<file path="config.mk">
export PLATFORM = sky130hd
export DESIGN_NAME = paddle_input_ctrl
export DESIGN_NICKNAME = d
export VERILOG_FILES = /design/src/rtl/paddle_input_ctrl.sv
export SDC_FILE = /design/constraint.sdc
export NUM_CORES = 1
export LEC_CHECK = 0
export CORE_MARGIN = 2
export CORE_UTILIZATION = 35
export DETAILED_ROUTE_END_ITERATION = 16
export PLACE_DENSITY = 0.47
export SLEW_MARGIN = 20
export SYNTH_ARGS = -nofsm -noshare
export SYNTH_HDL_FRONTEND = slang
export SYNTH_SLANG_ARGS = --single-unit
export TNS_END_PERCENT = 1
</file>
<file path="constraint.sdc">
create_clock -name clk -period 2.65 [get_ports clk]
set_input_delay 0.6625 -clock clk [delete_from_list [all_inputs] [get_ports clk]]
set_output_delay 0.6625 -clock clk [all_outputs]
set_load 0.02 [all_outputs]
</file>
<file path="src/rtl/paddle_input_ctrl.sv">
// Paddle input conditioning: per-button synchroniser and debouncer, then a
// per-player step generator with press-and-hold auto-repeat and cancellation.
module paddle_input_ctrl #(
  parameter int DEBOUNCE_CYCLES = 500000,
  parameter int REPEAT_DELAY    = 12500000,
  parameter int REPEAT_PERIOD   = 1250000,
  parameter int CNT_W           = 24
) (
  input  logic       clk,
  input  logic       reset_n,
  input  logic [3:0] req_raw,
  output logic [3:0] pressed,
  output logic [1:0] step_up,
  output logic [1:0] step_down
);

  typedef enum logic [1:0] {IDLE, DELAY, REPEAT} state_t;
  typedef enum logic [1:0] {DIR_NONE, DIR_UP, DIR_DOWN} dir_t;

  localparam logic [CNT_W-1:0] DB_LAST = CNT_W'(DEBOUNCE_CYCLES - 1);
  localparam logic [CNT_W-1:0] RD_LAST = CNT_W'(REPEAT_DELAY - 1);
  localparam logic [CNT_W-1:0] RP_LAST = CNT_W'(REPEAT_PERIOD - 1);
  localparam logic [CNT_W-1:0] CNT_ONE = CNT_W'(1);

  logic [3:0] s1, s2;

  // NOTE: sequential state uses non-blocking assignments so every flop samples pre-edge values.
  always_ff @(posedge clk or negedge reset_n) begin
    if (!reset_n) begin
      s1 <= '0;
      s2 <= '0;
    end else begin
      s1 <= req_raw;
      s2 <= s1;
    end
  end

  for (genvar b = 0; b < 4; b++) begin : g_db
    logic [CNT_W-1:0] cnt;
    logic             level;

    // Any disagreement shorter than DEBOUNCE_CYCLES resets the count and is lost.
    always_ff @(posedge clk or negedge reset_n) begin
      if (!reset_n) begin
        cnt   <= '0;
        level <= 1'b0;
      end else if (s2[b] == level) begin
        cnt <= '0;
      end else if (cnt == DB_LAST) begin
        cnt   <= '0;
        level <= s2[b];
      end else begin
        cnt <= cnt + CNT_ONE;
      end
    end

    assign pressed[b] = level;
  end

  for (genvar p = 0; p < 2; p++) begin : g_player
    state_t           state_q, state_d;
    dir_t             dir, last_q, last_d;
    logic [CNT_W-1:0] timer_q, timer_d;
    logic             fire, up_d, dn_d, up_q, dn_q;

    // Opposing requests cancel: only a single pressed direction counts.
    always_comb begin
      // NOTE: every combinational output gets a default first so no latch is inferred.
      dir = DIR_NONE;
      case ({pressed[2*p+1], pressed[2*p]})
        2'b01:   dir = DIR_UP;
        2'b10:   dir = DIR_DOWN;
        default: dir = DIR_NONE;
      endcase
    end

    always_ff @(posedge clk or negedge reset_n) begin
      if (!reset_n) begin
        state_q <= IDLE;
        last_q  <= DIR_NONE;
        timer_q <= '0;
        up_q    <= 1'b0;
        dn_q    <= 1'b0;
      end else begin
        state_q <= state_d;
        last_q  <= last_d;
        timer_q <= timer_d;
        up_q    <= up_d;
        dn_q    <= dn_d;
      end
    end

    always_comb begin
      state_d = state_q;
      last_d  = last_q;
      timer_d = timer_q;
      case (state_q)
        IDLE: begin
          if (dir != DIR_NONE) begin
            state_d = DELAY;
            last_d  = dir;
            timer_d = '0;
          end
        end
        DELAY: begin
          if (dir == DIR_NONE) begin
            state_d = IDLE;
            timer_d = '0;
          end else if (dir != last_q) begin
            last_d  = dir;
            timer_d = '0;
          end else if (timer_q == RD_LAST) begin
            state_d = REPEAT;
            timer_d = '0;
          end else begin
            timer_d = timer_q + CNT_ONE;
          end
        end
        REPEAT: begin
          if (dir == DIR_NONE) begin
            state_d = IDLE;
            timer_d = '0;
          end else if (dir != last_q) begin
            state_d = DELAY;
            last_d  = dir;
            timer_d = '0;
          end else if (timer_q == RP_LAST) begin
            timer_d = '0;
          end else begin
            timer_d = timer_q + CNT_ONE;
          end
        end
        default: begin
          state_d = IDLE;
          last_d  = DIR_NONE;
          timer_d = '0;
        end
      endcase
    end

    // A pulse always carries the current direction, so up and down are exclusive.
    always_comb begin
      fire = 1'b0;
      case (state_q)
        IDLE:    fire = (dir != DIR_NONE);
        DELAY:   fire = (dir != DIR_NONE) && ((dir != last_q) || (timer_q == RD_LAST));
        REPEAT:  fire = (dir != DIR_NONE) && ((dir != last_q) || (timer_q == RP_LAST));
        default: fire = 1'b0;
      endcase
      up_d = fire && (dir == DIR_UP);
      dn_d = fire && (dir == DIR_DOWN);
    end

    assign step_up[p]   = up_q;
    assign step_down[p] = dn_q;
  end

endmodule

</file>
==> impl_results.html <==
<table>
<tr><th>Metric</th><th>Value</th></tr>
<tr><th colspan="2">Run status</th></tr>
<tr><td>Run status</td><td>finished clean</td></tr>
<tr><th colspan="2">Setup path</th></tr>
<tr><td>Worst Path Required</td><td>2.95 ns</td></tr>
<tr><td>Category of the critical setup timing path</td><td>reg2reg</td></tr>
<tr><td>Worst EP arrival</td><td>2.66 ns</td></tr>
<tr><td>Slowest cell on crit path</td><td>a21boi_2</td></tr>
<tr><td>CP Launch Type</td><td>flop</td></tr>
<tr><td>Cell family contributing the most delay on the critical path</td><td>compound AO/OA/AOI/OAI gates</td></tr>
<tr><td>Endpoint type of the worst setup path</td><td>flop</td></tr>
<tr><td>Largest fanout on the critical path</td><td>22</td></tr>
<tr><td>Cells traversed along the worst timing path</td><td>ha_1 -&gt; nand3_1 -&gt; nor2_2 -&gt; a21boi_2 -&gt; nor2b_1 -&gt; o311ai_0</td></tr>
<tr><td>Number of buffer and inverter instances along the worst setup path</td><td>0</td></tr>
<tr><td>Crit path largest cell delay</td><td>0.78 ns</td></tr>
<tr><th colspan="2">Layout</th></tr>
<tr><td>Number of antenna diodes</td><td>0</td></tr>
<tr><td>Final design area excluding fillers</td><td>0.01056 sq mm</td></tr>
<tr><td>P&amp;R area growth vs syn</td><td>12.29%</td></tr>
<tr><td>Filler Cells Inserted</td><td>2654</td></tr>
<tr><td>Net count reported at finish</td><td>1067</td></tr>
<tr><td>Ratio of cells with drive above 1 in the final layout</td><td>6.939%</td></tr>
<tr><th colspan="2">Synthesis</th></tr>
<tr><td>Post-synthesis sequential area ratio</td><td>44.69%</td></tr>
<tr><td>Number of enable-type register cells in the synthesized netlist</td><td>0</td></tr>
<tr><td>Yosys warnings</td><td>0</td></tr>
<tr><td>Cells after synthesis</td><td>1035</td></tr>
<tr><td>Leading area contributor after synthesis</td><td>dfrtp_1</td></tr>
<tr><td>Avg Inst Size Synth</td><td>9.090 sq um</td></tr>
<tr><td>Post-synthesis register bit count</td><td>168</td></tr>
<tr><td>Synth top area cells</td><td>dfrtp_1 45%, nor2_1 5.7%, xnor2_1 5.4%</td></tr>
<tr><td>Most used flip-flop cell after synthesis</td><td>dfrtp_1</td></tr>
<tr><td>Most frequent cell after synthesis</td><td>dfrtp_1</td></tr>
<tr><td>Share of synthesized flip-flops with an asynchronous set or reset</td><td>100.0%</td></tr>
<tr><td>Synthesized Nets</td><td>1063</td></tr>
<tr><td>Leading post-synthesis cells by instance count</td><td>168 x dfrtp_1, 142 x nor2_1, 112 x nand2_1</td></tr>
<tr><td>Post-Synthesis Cell Area</td><td>0.009408 sq mm</td></tr>
<tr><td>Unique cell type count in the Yosys netlist</td><td>60</td></tr>
<tr><td>Fraction of synthesized cell area taken by the top area cell type</td><td>44.69%</td></tr>
<tr><th colspan="2">Clock tree</th></tr>
<tr><td>Root buffer cell</td><td>clkbuf_16</td></tr>
<tr><td>Post-CTS setup buffers</td><td>0</td></tr>
<tr><td>Total clock buffers created by CTS</td><td>17</td></tr>
<tr><td>Clock tree sinks</td><td>168</td></tr>
<tr><td>Total of cells resized after clock tree synthesis</td><td>0</td></tr>
<tr><td>Number of buffers added to fix hold violations after cts</td><td>0</td></tr>
<tr><td>H-tree level count</td><td>4</td></tr>
<tr><td>Insertion delay of the later-clocked pin in the worst-skew pair</td><td>0.43 ns</td></tr>
<tr><td>Clock transition at the registers of the reported paths</td><td>0.08 ns</td></tr>
<tr><td>CTS tree</td><td>yes</td></tr>
<tr><td>Buffer levels on the longest clock path</td><td>2</td></tr>
<tr><th colspan="2">STA</th></tr>
<tr><td>Final-layout setup total negative slack</td><td>0 ns</td></tr>
<tr><td>Worst path setup slack after routing</td><td>0.2918 ns</td></tr>
<tr><td>Setup repair after global routing missed its margin</td><td>no</td></tr>
<tr><td>Transition time at the pin with the least slew margin</td><td>0.9786 ns</td></tr>
<tr><td>Period utilization</td><td>88.99%</td></tr>
<tr><td>Maximum achievable frequency</td><td>0.4241 GHz</td></tr>
<tr><td>Final Skew</td><td>0.01549 ns</td></tr>
<tr><td>Final number of hold-violating endpoints</td><td>0</td></tr>
<tr><td>Remaining max-slew budget at the tightest pin</td><td>34.38%</td></tr>
<tr><td>Number of max-slew violations in the final report</td><td>0</td></tr>
<tr><td>Crit path time final</td><td>2.358 ns</td></tr>
<tr><td># setup viols final</td><td>0</td></tr>
<tr><th colspan="2">Floorplanning</th></tr>
<tr><td>I/O pin cnt</td><td>14</td></tr>
<tr><td>Die ar.</td><td>0.02821 sq mm</td></tr>
<tr><td>Initial cell density of the core</td><td>35.30%</td></tr>
<tr><td>Die Y</td><td>168.0 microns</td></tr>
<tr><td>Horizontal die dimension</td><td>168.0 microns</td></tr>
<tr><td>Area of the core</td><td>0.02665 sq mm</td></tr>
<tr><td>Number of rows created at floorplan</td><td>60</td></tr>
<tr><th colspan="2">Placement</th></tr>
<tr><td>Total cell area at the placement stage</td><td>0.009986 sq mm</td></tr>
<tr><td>Port-buffer cells</td><td>13</td></tr>
<tr><td>Detailed placer's ending HPWL</td><td>14.17 mm</td></tr>
<tr><td>Gp weighted congestion</td><td>0.7791</td></tr>
<tr><td>Worst Setup Slack post-DPL</td><td>0.3239 ns</td></tr>
<tr><th colspan="2">Power</th></tr>
<tr><td>Worst vdd ir</td><td>0.2697 mV</td></tr>
<tr><td>Standby leakage power</td><td>4.312 nW</td></tr>
<tr><td>PnR Total Power</td><td>5.213 mW</td></tr>
<tr><td>Power density over cell area</td><td>493.5 mW/mm^2</td></tr>
<tr><th colspan="2">Global route</th></tr>
<tr><td>Number of global-route vias before repair</td><td>7248</td></tr>
<tr><td>Largest net degree at the start of global routing</td><td>53</td></tr>
<tr><td>Antenna violations before repair</td><td>0</td></tr>
<tr><td>Overflow left after global routing</td><td>0</td></tr>
<tr><td>Global-route wire length before repair</td><td>37.14 mm</td></tr>
<tr><td>All-layer global routing usage</td><td>15.90%</td></tr>
<tr><th colspan="2">Drt</th></tr>
<tr><td>Detailed router's first-iteration violation count</td><td>462</td></tr>
<tr><td>Number of DRC violations after detailed routing</td><td>0</td></tr>
<tr><td>Count of antenna-violating nets left after detailed routing</td><td>0</td></tr>
<tr><td>Mean number of vias per cell</td><td>5.252</td></tr>
<tr><td>Overall via count from detail_route</td><td>7316</td></tr>
<tr><td>Detailed Routing Iterations Pass 1</td><td>5</td></tr>
<tr><td>Sum of routed wire length over all layers</td><td>21.07 mm</td></tr>
<tr><td>Average detailed-routed wire length per instance</td><td>15.12 microns</td></tr>
<tr><th colspan="2">Hold path</th></tr>
<tr><td>Kind of path behind the tightest hold check</td><td>in2async</td></tr>
<tr><th colspan="2">Run</th></tr>
<tr><td>Max-cap violations</td><td>0</td></tr>
</table>
metal layers:
layer / vias up / wire length (microns) / GRT usage [%]
met5: - / 0 / 0
met4: 0 / 225 / 4.348
met3: 21 / 632 / 3.126
met2: 80 / 9108 / 24.04
met1: 3517 / 11100 / 23.20
li1: 3698 / - / -
where the power goes:
part | internal [mW] | switching (mW)
Sequential | 2.58 | 0.0166
Clock | 1.30 | 1.19
Combinational | 0.0350 | 0.0911
placed cells by master, fill, tap and decap left out, types with 7 or more instances in the layout:
| cell | Yosys | routed |
|---|---|---|
| and2_1 | 23 | 23 |
| and3_1 | 14 | 14 |
| and4_1 | 25 | 25 |
| buf_4 | 8 | 21 |
| clkbuf_16 | 0 | 17 |
| clkdlybuf4s50_1 | 0 | 12 |
| dfrtp_1 | 168 | 168 |
| ha_1 | 22 | 22 |
| inv_1 | 38 | 38 |
| inv_6 | 0 | 7 |
| nand2_1 | 112 | 112 |
| nand3_1 | 58 | 58 |
| nand4_1 | 43 | 43 |
| nor2_1 | 142 | 142 |
| nor3_1 | 45 | 44 |
| nor4_1 | 23 | 23 |
| nor4b_1 | 11 | 11 |
| o2111ai_1 | 14 | 14 |
| o211ai_1 | 19 | 19 |
| o21a_1 | 10 | 10 |
| o21ai_0 | 13 | 13 |
| o221ai_1 | 22 | 22 |
| xnor2_1 | 58 | 58 |
| xor2_1 | 41 | 41 |
worst paths after layout:
path | start | to | slack, ns | cells past startpoint
worst max register to register | g_player[0].timer_q[0]$_DFFE_PN0P_ | g_player[0].state_q[1]$_DFFE_PN0P_ | 0.29 | 6
worst min register to register | s1[3]$_DFF_PN0_ | s2[3]$_DFF_PN0_ | 0.35 | 0
worst max-delay path | g_player[0].timer_q[0]$_DFFE_PN0P_ | g_player[0].state_q[1]$_DFFE_PN0P_ | 0.29 | 6
max in group asynchronous | reset_n | g_player[1].timer_q[9]$_DFFE_PN0P_ | 1.80 | 2
min in group clk | s1[3]$_DFF_PN0_ | s2[3]$_DFF_PN0_ | 0.35 | 0
worst min-delay path | reset_n | g_player[0].timer_q[22]$_DFFE_PN0P_ | 0.17 | 1
layout make-up:
class	count	area, sq um	share of cell area, %
Clock inverter	13	125.1	1.184
Inverter	38	142.6	1.350
Clock buffer	19	452.9	4.288
Timing Repair Buffer	38	371.6	3.518
Multi-Input combinational cell	776	4841	45.82
Tap cell	341	426.7	4.039
Sequential cell	168	4204	39.80
state kept, by name, indices dropped and copies added, names as in the netlist:
register and flops:
g_player.last_q 4, g_player.timer_q 48, g_db.level 4, g_player.state_q 4, g_player.up_q 2, g_player.dn_q 2, s1 4, s2 4
g_db.cnt 96
worst register-to-register path, delay by kind of cell, from the launching register on:
family	cells	cell delay, ns
adder cells (fa/ha/maj)	1	0.26
flip-flops	1	0.42
AO/OA/AOI/OAI	2	1.16
AND/OR/NAND/NOR	3	0.40
metrics by stage:
step / std cells / hold WS, ns / utilization [%]
2_1_floorplan: 1035 / 0.3312 / -
3_3_place_gp: 1361 / 0.3333 / 37.47
3_5_place_dp: 1361 / 0.3347 / 37.47
4_1_cts: 1393 / 0.1925 / 39.64
5_1_grt: 1393 / 0.2029 / 39.64
6_report: 1393 / 0.1735 / 39.64
cells by family after synthesis:
group / Yosys count / synth area share [%]
xor+xnor: 99 / 9.217
flops: 168 / 44.69
simple gates: 535 / 29.10
mux: 2 / 0.2261
fa+ha+maj: 22 / 2.926
buf+inv: 91 / 4.003
compound gates: 118 / 9.842
No activity file was read; power rests on OpenSTA's default activity.
